<file path="config.mk">
export PLATFORM = sky130hd
export DESIGN_NAME = bsg_mem_2r1w_sync_ctrl
export DESIGN_NICKNAME = d
export VERILOG_FILES = /design/src/rtl/bsg_mem_2r1w_sync_ctrl_pkg.sv /design/src/rtl/bsg_mem_2r1w_sync_ctrl_rport.sv /design/src/rtl/bsg_mem_2r1w_sync_ctrl.sv
export SDC_FILE = /design/constraint.sdc
export NUM_CORES = 1
export LEC_CHECK = 0
export BUFFER_PORTS_ARGS = -buffer_cell sky130_fd_sc_hd__buf_2
export CAP_MARGIN = 15
export CORE_AREA = 4 4 115 117
export DETAILED_ROUTE_END_ITERATION = 16
export DIE_AREA = 0 0 119 121
export HOLD_SLACK_MARGIN = 0.02
export PLACE_DENSITY = 0.73
export SKIP_CTS_REPAIR_TIMING = 1
export SYNTH_ARGS = -nofsm -noshare
export SYNTH_HDL_FRONTEND = slang
export SYNTH_SLANG_ARGS = --single-unit
</file>
<file path="constraint.sdc">
create_clock -name clk_i -period 2.46 [get_ports clk_i]
set_clock_uncertainty 0.05 [all_clocks]
set_input_delay 0.246 -clock clk_i [delete_from_list [all_inputs] [get_ports clk_i]]
set_output_delay 0.246 -clock clk_i [all_outputs]
set_load 0.01 [all_outputs]
</file>
<file path="src/rtl/bsg_mem_2r1w_sync_ctrl_pkg.sv">
// Shared types and helpers for the 2R1W synchronous-read memory controller.
package bsg_mem_2r1w_sync_ctrl_pkg;

    typedef enum logic [1:0] {
        eIDLE  = 2'd0,
        eINIT  = 2'd1,
        eREADY = 2'd2
    } state_e;

    // Address width that stays at least one bit wide for single-entry arrays.
    function automatic int safe_clog2(input int n);
        return (n <= 1) ? 1 : $clog2(n);
    endfunction

endpackage

</file>
<file path="src/rtl/bsg_mem_2r1w_sync_ctrl_rport.sv">
// One read port: collision detect against the client write, macro read gating,
// and a registered select between the forwarded write data and the macro Q.
module bsg_mem_2r1w_sync_ctrl_rport #(
    parameter int width_p       = 32,
    parameter int addr_width_lp = 5
) (
    input  logic                     clk_i,
    input  logic                     reset_i,
    input  logic                     en_i,
    input  logic                     w_v_i,
    input  logic [addr_width_lp-1:0] w_addr_i,
    input  logic [width_p-1:0]       w_data_i,
    input  logic                     r_v_i,
    input  logic [addr_width_lp-1:0] r_addr_i,
    output logic [width_p-1:0]       r_data_o,
    output logic                     mem_r_v_o,
    output logic [addr_width_lp-1:0] mem_r_addr_o,
    input  logic [width_p-1:0]       mem_r_data_i
);

    logic               r_v;
    logic               hit;
    logic               sel_r;
    logic [width_p-1:0] byp_r;

    assign r_v          = en_i & r_v_i;
    assign hit          = w_v_i & r_v & (w_addr_i == r_addr_i);
    assign mem_r_v_o    = r_v & ~hit;
    assign mem_r_addr_o = en_i ? r_addr_i : '0;

    // sel resets high so the output reads the zeroed bypass register, never
    // the unreset macro Q.
    always_ff @(posedge clk_i or posedge reset_i) begin
        if (reset_i) begin
            sel_r <= 1'b1;
            byp_r <= '0;
        end else if (r_v) begin
            sel_r <= hit;
            byp_r <= w_data_i;
        end
    end

    assign r_data_o = sel_r ? byp_r : mem_r_data_i;

endmodule

</file>
<file path="src/rtl/bsg_mem_2r1w_sync_ctrl.sv">
// Client-side controller for a 2R1W sync-read macro: init sweep after reset,
// then write passthrough with write-first forwarding on read collisions.
//
//   state  | meaning
//   eIDLE  | reset state, all outputs quiet
//   eINIT  | writing init_val_p to entry cnt, one entry per cycle
//   eREADY | in service until the next reset
module bsg_mem_2r1w_sync_ctrl
    import bsg_mem_2r1w_sync_ctrl_pkg::*;
#(
    parameter int                 width_p       = 32,
    parameter int                 els_p         = 32,
    parameter logic [width_p-1:0] init_val_p    = '0,
    parameter int                 addr_width_lp = safe_clog2(els_p)
) (
    input  logic                     clk_i,
    input  logic                     reset_i,
    output logic                     ready_o,

    input  logic                     w_v_i,
    input  logic [addr_width_lp-1:0] w_addr_i,
    input  logic [width_p-1:0]       w_data_i,

    input  logic                     r0_v_i,
    input  logic [addr_width_lp-1:0] r0_addr_i,
    output logic [width_p-1:0]       r0_data_o,

    input  logic                     r1_v_i,
    input  logic [addr_width_lp-1:0] r1_addr_i,
    output logic [width_p-1:0]       r1_data_o,

    output logic                     mem_w_v_o,
    output logic [addr_width_lp-1:0] mem_w_addr_o,
    output logic [width_p-1:0]       mem_w_data_o,

    output logic                     mem_r0_v_o,
    output logic [addr_width_lp-1:0] mem_r0_addr_o,
    input  logic [width_p-1:0]       mem_r0_data_i,

    output logic                     mem_r1_v_o,
    output logic [addr_width_lp-1:0] mem_r1_addr_o,
    input  logic [width_p-1:0]       mem_r1_data_i
);

    localparam logic [addr_width_lp-1:0] last_addr_lp = addr_width_lp'(els_p - 1);
    localparam logic [addr_width_lp:0]   els_lp       = (addr_width_lp + 1)'(els_p);

    state_e                   state_r;
    state_e                   state_n;
    logic [addr_width_lp-1:0] cnt_r;
    logic                     cnt_last;
    logic                     ready;
    logic                     w_v;

    assign cnt_last = (cnt_r == last_addr_lp);
    assign ready    = (state_r == eREADY);
    assign w_v      = w_v_i & ready;

    always_ff @(posedge clk_i or posedge reset_i) begin
        if (reset_i) begin
            state_r <= eIDLE;
        end else begin
            state_r <= state_n;
        end
    end

    always_comb begin
        state_n = state_r;
        case (state_r)
            eIDLE:   state_n = eINIT;
            eINIT:   if (cnt_last) state_n = eREADY;
            eREADY:  state_n = eREADY;
            default: state_n = eIDLE;
        endcase
    end

    // Sweep counter holds at the last entry once the sweep is done.
    always_ff @(posedge clk_i or posedge reset_i) begin
        if (reset_i) begin
            cnt_r <= '0;
        end else if (state_r == eINIT && !cnt_last) begin
            cnt_r <= cnt_r + 1'b1;
        end
    end

    always_comb begin
        ready_o      = 1'b0;
        mem_w_v_o    = 1'b0;
        mem_w_addr_o = '0;
        mem_w_data_o = '0;
        case (state_r)
            eINIT: begin
                mem_w_v_o    = 1'b1;
                mem_w_addr_o = cnt_r;
                mem_w_data_o = init_val_p;
            end
            eREADY: begin
                ready_o      = 1'b1;
                mem_w_v_o    = w_v_i;
                mem_w_addr_o = w_addr_i;
                mem_w_data_o = w_data_i;
            end
            default: ;
        endcase
    end

    bsg_mem_2r1w_sync_ctrl_rport #(
        .width_p       (width_p),
        .addr_width_lp (addr_width_lp)
    ) rport0 (
        .clk_i        (clk_i),
        .reset_i      (reset_i),
        .en_i         (ready),
        .w_v_i        (w_v),
        .w_addr_i     (w_addr_i),
        .w_data_i     (w_data_i),
        .r_v_i        (r0_v_i),
        .r_addr_i     (r0_addr_i),
        .r_data_o     (r0_data_o),
        .mem_r_v_o    (mem_r0_v_o),
        .mem_r_addr_o (mem_r0_addr_o),
        .mem_r_data_i (mem_r0_data_i)
    );

    bsg_mem_2r1w_sync_ctrl_rport #(
        .width_p       (width_p),
        .addr_width_lp (addr_width_lp)
    ) rport1 (
        .clk_i        (clk_i),
        .reset_i      (reset_i),
        .en_i         (ready),
        .w_v_i        (w_v),
        .w_addr_i     (w_addr_i),
        .w_data_i     (w_data_i),
        .r_v_i        (r1_v_i),
        .r_addr_i     (r1_addr_i),
        .r_data_o     (r1_data_o),
        .mem_r_v_o    (mem_r1_v_o),
        .mem_r_addr_o (mem_r1_addr_o),
        .mem_r_data_i (mem_r1_data_i)
    );

`ifndef SYNTHESIS
    always_ff @(posedge clk_i) begin
        if (!reset_i) begin
            if (!ready_o) begin
                assert (!(w_v_i | r0_v_i | r1_v_i))
                    else $error("client request while controller not ready");
            end
            assert (!(w_v_i  && ({1'b0, w_addr_i}  >= els_lp))) else $error("write address out of range");
            assert (!(r0_v_i && ({1'b0, r0_addr_i} >= els_lp))) else $error("read 0 address out of range");
            assert (!(r1_v_i && ({1'b0, r1_addr_i} >= els_lp))) else $error("read 1 address out of range");
            assert (!(mem_w_v_o && mem_r0_v_o && (mem_w_addr_o == mem_r0_addr_o)))
                else $error("macro read 0 and write to the same address");
            assert (!(mem_w_v_o && mem_r1_v_o && (mem_w_addr_o == mem_r1_addr_o)))
                else $error("macro read 1 and write to the same address");
        end
    end
`endif

endmodule

</file>
==> Yosys cells after proc, flatten, opt, wreduce, memory -nomap -nowiden <==
Index checks and enable logic that the tools add are counted.
{ "word_totals": {"register_bits": 73, "in_bits": 116, "output_inout_bits": 115, "wordCells": 37} }
{ "op_classes": {"add_sub_neg": 1, "n_eq_ne": 6, "muxes": 10, "bitwise": 11, "n_reduce_logical": 3} }
{ "op_table": {"columns": ["operator", "count"], "rows": [
  ["two-way mux 32 bit", 3],
  ["equality test 5 bit", 2],
  ["two-way mux 5 bit", 2],
  ["one-hot mux 5 bit (2 select lines)", 1],
  ["AND 1 bit", 9],
  ["one-hot mux 2 bit (3 select lines)", 1],
  ["adder 5 x 1 -> 5 bit (second input constant)", 1],
  ["equality test 5 bit (second input constant)", 1],
  ["equality test 2 x 1 -> 1 bit (second input constant)", 1],
  ["equality test 2 bit (second input constant)", 1],
  ["logical NOT 2 bit", 1],
  ["two-way mux 2 bit", 1],
  ["inequality test 2 bit (second input constant)", 1],
  ["NOT 1 bit", 2],
  ["one-hot mux 1 bit (2 select lines)", 1],
  ["logical AND 1 bit", 1],
  ["logical NOT 1 bit", 1],
  ["two-way mux 1 bit", 1]
]} }

==> Longest topological paths before layout <==
Gate-level depths: netlist of run 1.
{ "logic_depth": {"depth_word": 6, "mapped_depth": 7, "ltp_nobuf": 6} }

==> By module <==
From an unflattened synthesis of run 1, not the netlist that was laid out.
{ "unflattened": {"cells_unflattened": 315, "hier_area_um2": 4312.9} }
{ "by_module_without_submodules": {"columns": ["module", "instances", "cells_per_inst", "area_per_inst_um2", "seq_area_each_um2"], "rows": [
  ["bsg_mem_2r1w_sync_ctrl_rport", 2, 120, 1825.5, 827.0],
  ["bsg_mem_2r1w_sync_ctrl", 1, 75, 661.9, 175.2]
]} }

==> Least setup slack after synthesis of run 1 <==
Ideal clock, no wire load.
{ "synth_timing": {"path_type": "reg2reg", "start": "reg cnt_r[0]", "end": "reg cnt_r[4]", "setup_time_ns": 0.125, "arrival_time_ns": 1.527, "required_time_ns": 2.285, "path_slack_ns": 0.758, "path_stages_with_launch": 7, "n_path_buf": 1, "synth_period_minus_slack_ns": 1.702, "cell_sequence": "dfrtp_1 -> ha_1 -> and3_1 -> ha_1 -> nor2b_4 -> buf_6 -> mux2_2"} }
{ "synth_between": {"elab_chain_len": 3, "elab_cells_between_ends": 4, "cone_classes": "add/sub: 1; eq/ne: 1; reduce/logical: 2"} }
{ "synth_rtl": {"columns": ["item", "line_no", "text"], "rows": [
  ["start, declared", "bsg_mem_2r1w_sync_ctrl.sv:50", "logic [addr_width_lp-1:0] cnt_r;"],
  ["start signal, assigned", "bsg_mem_2r1w_sync_ctrl.sv:82", "cnt_r <= cnt_r + 1'b1;"],
  ["branches (longest 3 deep; another with adder 5 x 1 -> 5 bit)", null, null]
]} }
Parallel ways; which one is timed is not known.
A chain may end at the register's enable or synchronous reset.

==> Worst setup path in the final report of run 1 <==
{ "layout_timing": {"start": "reg rport0.sel_r", "end": "out r0_data_o[12]"} }
{ "layout_between": {"elab_chain_len": 1} }
{ "layout_rtl": {"columns": ["item", "line_no", "text"], "rows": [
  ["start, declared", "bsg_mem_2r1w_sync_ctrl_rport.sv:23", "logic sel_r;"],
  ["start signal, assigned", "bsg_mem_2r1w_sync_ctrl_rport.sv:38", "sel_r <= hit;"],
  ["two-way mux 32 bit", "bsg_mem_2r1w_sync_ctrl_rport.sv:43", "assign r_data_o = sel_r ? byp_r : mem_r_data_i;"],
  ["end, declared", "bsg_mem_2r1w_sync_ctrl.sv:26", "output logic [width_p-1:0] r0_data_o,"]
]} }
No other way between the ends.

==> results.md, run 1 <==
| Stage | Item | This run |
|---|---|---|
| setup path | Startpoint-to-endpoint class of the critical path | flip-flop to output port |
| logic synthesis | Area of the mapped netlist | 4160 um^2 |
| grt | Largest net degree at the start of global routing | 46 |
| outcome | Outcome | finished clean |
| sta | Transition at the pin with the smallest max-transition slack | 631 ps |
| logic synthesis | Post-synthesis sequential element count | 73 |
| setup path | Startpoint of the worst register-to-register path | state_r[0] |
| final layout | Core occupancy in the finished layout | 46.6% |
| cts | Number of H-tree levels | 3 |
| die | Vertical die dimension | 121 um |
| logic synthesis | Synthesized instance count | 317 |
| setup path | Beginning of the critical path | rport0.sel_r |
| logic synthesis | Largest area contributor in the netlist | dfrtp_1 |
| logic synthesis | Biggest area contributors in the synthesized netlist | dfrtp_1 (43%), mux2_2 (34%), and2_1 (6.3%) |
| grt | Initial antenna violation count | 0 |
| drt | Total wirelength of the detailed-routed design | 11.3 mm |
| grt | Total GRT Usage | 15.6% |
| setup path | Largest driver fanout on the critical path | 17 |
| setup path | Kind of end point of the critical path | output port |
| setup path | Crit-path leading delay family | flip-flops |
| final layout | Leading cell type in the layout, fill and taps excluded | buf_2 |
| setup path | Slowest cell delay on critical path | 820 ps |
| pwr | Cell Pwr Density | 568 nW/um^2 |
| sta | Part of the cycle the worst path needs | 90.3% |
| die | Starting density of the core | 33.7% |
| final layout | Most used cells in the layout excluding fill and tap cells | buf_2 (230), mux2_2 (125), dfrtp_1 (71) |
| die | Row count | 41 |
| final layout | Layout overhead on the synthesized area | 38.4% |
| cts | Root cell of the clock tree | clkbuf_16 |
| drt | Detailed-router iteration count before antenna repair | 4 |
| die | Die width | 119 um |
| cts | Clock transition at the registers of the reported paths | 60 ps |
| cts | CTS tree | built |
| sta | Minimum clock period after layout | 2220 ps |
| placement | HPWL reported at the end of detailed placement | 8.71 mm |
| logic synthesis | Proportion of netlist area held by the largest area contributor | 42.7% |
| final layout | Number of inserted diodes | 0 |
| setup path | Category of the worst setup path launch point | flip-flop |
| setup path | Arrival time worst endpoint | 1930 ps |
| final layout | Net total in the final layout | 665 |
| sta | Final slew viol count | 0 |
| drt | Number of nets still failing antenna checks after routing | 0 |
| logic synthesis | Yosys warning count | 0 |
| setup path | Data required time at the worst endpoint | 2160 ps |
| placement | RD Place Congestion | 0.780 |
| pwr | Lkg Pwr | 2.70 nW |
| sta | Maximum frequency from static timing analysis | 0.450 GHz |
| logic synthesis | Average cell area after synthesis | 13.1 um^2 |
| sta | Worst slew margin relative to its limit | 57.8% |
| final layout | Layout fillers | 1,143 |
| min path | Worst hold path type | input pin to flip-flop |
| placement | Buffers on Ports | 230 |
| cts | Clock Tree Buf Depth | 2 |
| drt | Via Count | 3,301 |
| run | Maximum Capacitance Violations | 0 |
| setup path | Buffers plus inverters on the worst setup path | 2 |
| cts | Inserted Clock Buffers | 9 |
| drt | Via density per instance | 4.58 |
| setup path | Slowest library cell on the worst path | dfstp_2 |
| die | I/O pin count | 231 |
| sta | Hold Vio Cnt, Final | 0 |
| logic synthesis | Synthesized net count | 438 |
| die | Area of the core | 12,400 um^2 |
| cts | Clock net sink count | 73 |
| sta | Setup repair after global routing missed its margin | false |
| cts | Clock insertion delay at the later pin of the skew report | 320 ps |
| drt | Routed length per instance | 15.7 um |
| grt | Global-route wire length before repair | 18.0 mm |
| die | Die area | 14,400 um^2 |
| grt | Overflow after GRT | 0 |
| min path | Worst Hold Launch | w_data_i[14] |
| drt | Number of DRC violations after detailed-routing iteration 0 | 60 |
| pwr | Maximum vdd drop | 335 uV |
| setup path | Crit path cell chain | buf_4 > mux2_2 > buf_2 |
| grt | Via count of the first global-routing pass | 3,600 |
| drt | Count of unresolved DRC violations after routing | 0 |
| sta | Setup violation total in the final timing report | 0 |
| sta | Post-route setup TNS | 0 ps |
| final layout | Share of final-layout standard cells stronger than drive strength 1 | 71.7% |
| logic synthesis | Portion of the post-synthesis area used by sequential elements | 43.9% |
| logic synthesis | Post-synthesis cell type count | 25 |
area by class of cell:
cell class / count / area, um^2 / area share (%)
Clock inverter: 4 / 52.6 / 0.912
Multi-Input combinational cell: 219 / 2160 / 37.5
Sequential cell: 73 / 1830 / 31.8
Tap cell: 172 / 215 / 3.74
Inverter: 3 / 11.3 / 0.195
Clock buffer: 11 / 253 / 4.39
Timing Repair Buffer: 238 / 1240 / 21.5
worst reg2reg max path, stage by stage (launching register included):
cell	delay, ps
dfrtp_1	370
inv_1	70
ha_2	250
nand2_4	320
buf_4	280
mux2_2	360
worst paths after layout:
| kind | end | slack (ps) | cells after the start |
|---|---|---|---|
| max in group asynchronous | rport1.sel_r | 1130 | 4 |
| hold reg to reg | cnt_r[3] | 450 | 1 |
| min in group asynchronous | rport0.byp_r[16] | 500 | 3 |
| setup reg to reg | rport1.byp_r[11] | 640 | 5 |
| hold / removal | rport0.byp_r[14] | 120 | 2 |
| setup / recovery | r0_data_o[12] | 240 | 3 |
per-stage QoR:
step	area [um^2]	hold WS (ps)	std cells	total power, mW	worst slack [ps]
finish	5760	123	720	3.27	238
global route	5760	117	720	3.45	112
CTS	5750	-35.7	719	3.32	175
detailed placement	5450	319	704	1.98	551
global placement	5450	302	704	1.96	577
floorplan	4160	345	317	1.71	314
per-layer routing:
layer  wire [um]  GRT usage, %  vias to the layer above  part of all wire, %
met5           0             0                        -                    0
met4         116          3.69                        0                  1.0
met3         669          4.06                        8                  5.9
met2        5890          28.1                      132                   52
met1        4620          18.5                     1599                   41
li1            -             -                     1562                    -
power breakdown:
group / internal (mW) / switching [mW] / leakage [nW]
registers: 1.31 / 0.0591 / 0.835
clock network: 0.834 / 0.485 / 0.140
logic: 0.325 / 0.257 / 1.72
synth_stat cells:
library cell	n
a31oi_1	2
and2_1	42
nand4_1	1
nor4_2	2
inv_1	3
dfstp_2	2
a32o_1	2
nor2b_1	7
dfrtp_1	71
nand2_4	2
mux2_2	125
a21oi_1	1
a22oi_1	5
nor2b_4	1
and3_1	2
buf_6	9
nand2_1	1
clkbuf_1	4
mux2_4	7
buf_2	8
xnor2_1	3
xor2_1	10
buf_4	1
ha_1	5
nor2_1	1
registers in the layout, indices dropped and copies added (netlist names):
name,flops
cnt_r,5
rport0.byp_r,32
rport0.sel_r,1
rport1.byp_r,32
rport1.sel_r,1
state_r,2
cells by family after synthesis:
| family | share of synthesized area, % |
|---|---|
| AO/OA/AOI/OAI | 1.80 |
| XOR/XNOR | 2.74 |
| adder cells (fa/ha/maj) | 1.50 |
| buffers and inverters | 4.21 |
| flip-flops | 43.9 |
| multiplexers | 36.3 |
| AND/OR/NAND/NOR | 9.47 |
Note: power is estimated with default switching activity, not from simulation.
==> run 2: changes to the inputs <==
==> constraint.sdc (replaced) <==
create_clock -name clk_i -period 2.21 [get_ports clk_i]
set_clock_uncertainty 0.05 [all_clocks]
set_input_delay 0.221 -clock clk_i [delete_from_list [all_inputs] [get_ports clk_i]]
set_output_delay 0.221 -clock clk_i [all_outputs]
set_load 0.01 [all_outputs]
==> run 2 against run 1 <==
Setup slack worse by 85 ps. Non-clock buffer count is 1 higher. Combinational power is 13% higher. Sequential power is 11% higher. Total power is 11% higher. Design area is 0.43% higher. Cell count is 0.28% higher. Register-to-register slack worse by 230 ps. Clock-buffer cell count stayed put. Via count is 1.4% lower. Utilization is 0.20 points higher. Highest routed layer unchanged.
==> results.md, run 2 (synthesis gave the netlist of run 1 again) <==
| Stage | Item | This run | Change |
|---|---|---|---|
| grt | Global-route wire length before repair | 17.9 mm | -0.35% |
| grt | Largest net degree at the start of global routing | 74 | +61% |
| setup path | Startpoint-to-endpoint class of the critical path | flip-flop to output port |  |
| grt | Overflow after GRT | 0 | unchanged |
| die | Die area | 14,400 um^2 | unchanged |
| cts | CTS tree | built |  |
| drt | Number of nets still failing antenna checks after routing | 0 | unchanged |
| placement | Cell area after placement | 5480 um^2 | +0.60% |
| grt | Via count of the first global-routing pass | 3,590 | -0.28% |
| grt | Initial antenna violation count | 0 | unchanged |
| pwr | Final total power | 3.62 mW | +11% |
| setup path | Crit path cell chain | inv_1 > ha_2 > nand2_4 > a31oi_1 > buf_2 |  |
| cts | Root cell of the clock tree | clkbuf_16 |  |
| sta | Worst hold slack after final layout | 103 ps | -19.8 ps |
| drt | Number of DRC violations after detailed-routing iteration 0 | 64 | +6.7% |
| setup path | Crit-path leading delay family | flip-flops |  |
| sta | Part of the cycle the worst path needs | 93.1% |  |
| final layout | Registers with the highest flip-flop counts | rport0.byp_r x32, rport1.byp_r x32, cnt_r x5 |  |
| placement | Pre-CTS setup slack | 427 ps | -124 ps |
| die | I/O pin count | 231 | unchanged |
| setup path | Category of the worst setup path launch point | flip-flop |  |
| setup path | Slowest library cell on the worst path | dfrtp_1 |  |
| run | Maximum Capacitance Violations | 0 | unchanged |
| die | Starting density of the core | 33.7% | unchanged |
| final layout | Leading cell type in the layout, fill and taps excluded | buf_2 |  |
| min path | Worst hold path type | input pin to flip-flop |  |
| setup path | Data required time at the worst endpoint | 1940 ps | -220 ps |
| sta | Setup repair after global routing missed its margin | false |  |
| final layout | Core occupancy in the finished layout | 46.8% | +0.20 points |
| setup path | Number of cells traversed by the worst register-to-register path | 5 | unchanged |
| final layout | Share of final-layout standard cells stronger than drive strength 1 | 71.6% | -0.079 points |
| sta | Minimum clock period after layout | 2060 ps |  |
| final layout | Net total in the final layout | 666 | +0.15% |
| placement | HPWL reported at the end of detailed placement | 8.55 mm | -1.9% |
| sta | Maximum frequency from static timing analysis | 0.486 GHz |  |
| cts | Clock insertion delay at the later pin of the skew report | 320 ps | about the same |
| drt | Via density per instance | 4.51 | -1.7% |
| cts | Clock Tree Buf Depth | 2 | unchanged |
| sta | Minimum setup slack in the final design | 153 ps | -84.5 ps |
| placement | Placed cells | 705 | +0.14% |
| sta | Post-route setup TNS | 0 ps | unchanged |
| die | Vertical die dimension | 121 um | unchanged |
| sta | Worst slew margin relative to its limit | 70.6% | +13 points |
| drt | Total wirelength of the detailed-routed design | 11.1 mm | -1.5% |
| setup path | Kind of end point of the critical path | output port |  |
| final layout | Finished Cell Area | 5790 um^2 | +0.43% |
| drt | Via Count | 3,255 | -1.4% |
| min path | Hold path cells | 2 | unchanged |
| drt | Count of unresolved DRC violations after routing | 0 | unchanged |
| setup path | Instance count on the critical path | 5 | +2 |
| drt | Routed length per instance | 15.4 um | -1.8% |
| cts | Number of H-tree levels | 3 | unchanged |
| die | Row count | 41 | unchanged |
| final layout | Final std cells w/o fill | 722 | +0.28% |
| setup path | Arrival time worst endpoint | 1790 ps | -140 ps |
| die | Area of the core | 12,400 um^2 | unchanged |
| pwr | Cell Pwr Density | 626 nW/um^2 | +10% |
| final layout | Layout overhead on the synthesized area | 39.0% |  |
| pwr | Lkg Pwr | 2.72 nW | +0.58% |
| setup path | Largest driver fanout on the critical path | 17 | unchanged |
| cts | Clock net sink count | 73 | unchanged |
| cts | Clock transition at the registers of the reported paths | 60 ps | about the same |
| final layout | Number of inserted diodes | 0 | unchanged |
| sta | Hold Vio Cnt, Final | 0 | unchanged |
| setup path | Buffers plus inverters on the worst setup path | 2 | unchanged |
| sta | Setup violation total in the final timing report | 0 | unchanged |
| sta | Transition at the pin with the smallest max-transition slack | 438 ps | -194 ps |
| pwr | Maximum vdd drop | 278 uV | -17% |
| outcome | Outcome | finished clean |  |
| placement | RD Place Congestion | 0.907 | +16% |
| placement | Buffers on Ports | 230 | unchanged |
| final layout | Layout fillers | 1,132 | -0.96% |
| final layout | Most used cells in the layout excluding fill and tap cells | buf_2 (230), mux2_2 (125), dfrtp_1 (71) |  |
| sta | Final slew viol count | 0 | unchanged |
| die | Die width | 119 um | unchanged |
| grt | Total GRT Usage | 15.5% | -0.082 points |
| drt | Detailed-router iteration count before antenna repair | 4 | unchanged |
| setup path | Slowest cell delay on critical path | 400 ps | -420 ps |
| cts | Inserted Clock Buffers | 9 | unchanged |
run 2: changes by cell type in the layout (fill, tap and decap cells not counted), sizes merged:
cell and change:
buf +1, clkinv +2, clkinvlp -1
run 2: final cells by class:
class	count	area [um^2]	area share [%]
Clock inverter	5	55.1	0.952
Sequential cell	73	1830	31.6
Tap cell	172	215	3.72
Timing Repair Buffer	239	1270	22.0
Inverter	3	11.3	0.195
Multi-Input combinational cell	219	2160	37.3
Clock buffer	11	243	4.20
run 2: worst paths after layout:
kind / startpoint / to / slack, ps
max reg2reg: cnt_r[0] / cnt_r[4] / 410
max in group asynchronous: reset_i / rport1.sel_r / 1280
min reg2reg: cnt_r[3] / cnt_r[3] / 450
max: state_r[0] / mem_r1_v_o / 150
min in group asynchronous: reset_i / rport1.byp_r[16] / 470
min: w_data_i[14] / rport1.byp_r[14] / 100
run 2: per-layer routing:
layer	wire length, um	GRT usage, %	up-vias
li1	-	-	1566
met1	4450	18.4	1545
met2	5840	27.9	134
met3	710	3.82	10
met4	121	4.13	0
met5	0	0	-
run 2: worst register-to-register path, stage by stage (launching register included):
cell and delay, ps:
dfrtp_1 420, ha_1 240, and3_1 180, ha_1 220, nor2b_4 230, mux2_2 360
run 2: report_power, final:
| group | total, mW | internal, mW | switching (mW) |
|---|---|---|---|
| combinational | 0.659 | 0.368 | 0.291 |
| clock | 1.45 | 0.901 | 0.546 |
| sequential | 1.52 | 1.46 | 0.0613 |
| total | 3.62 | 2.73 | 0.898 |
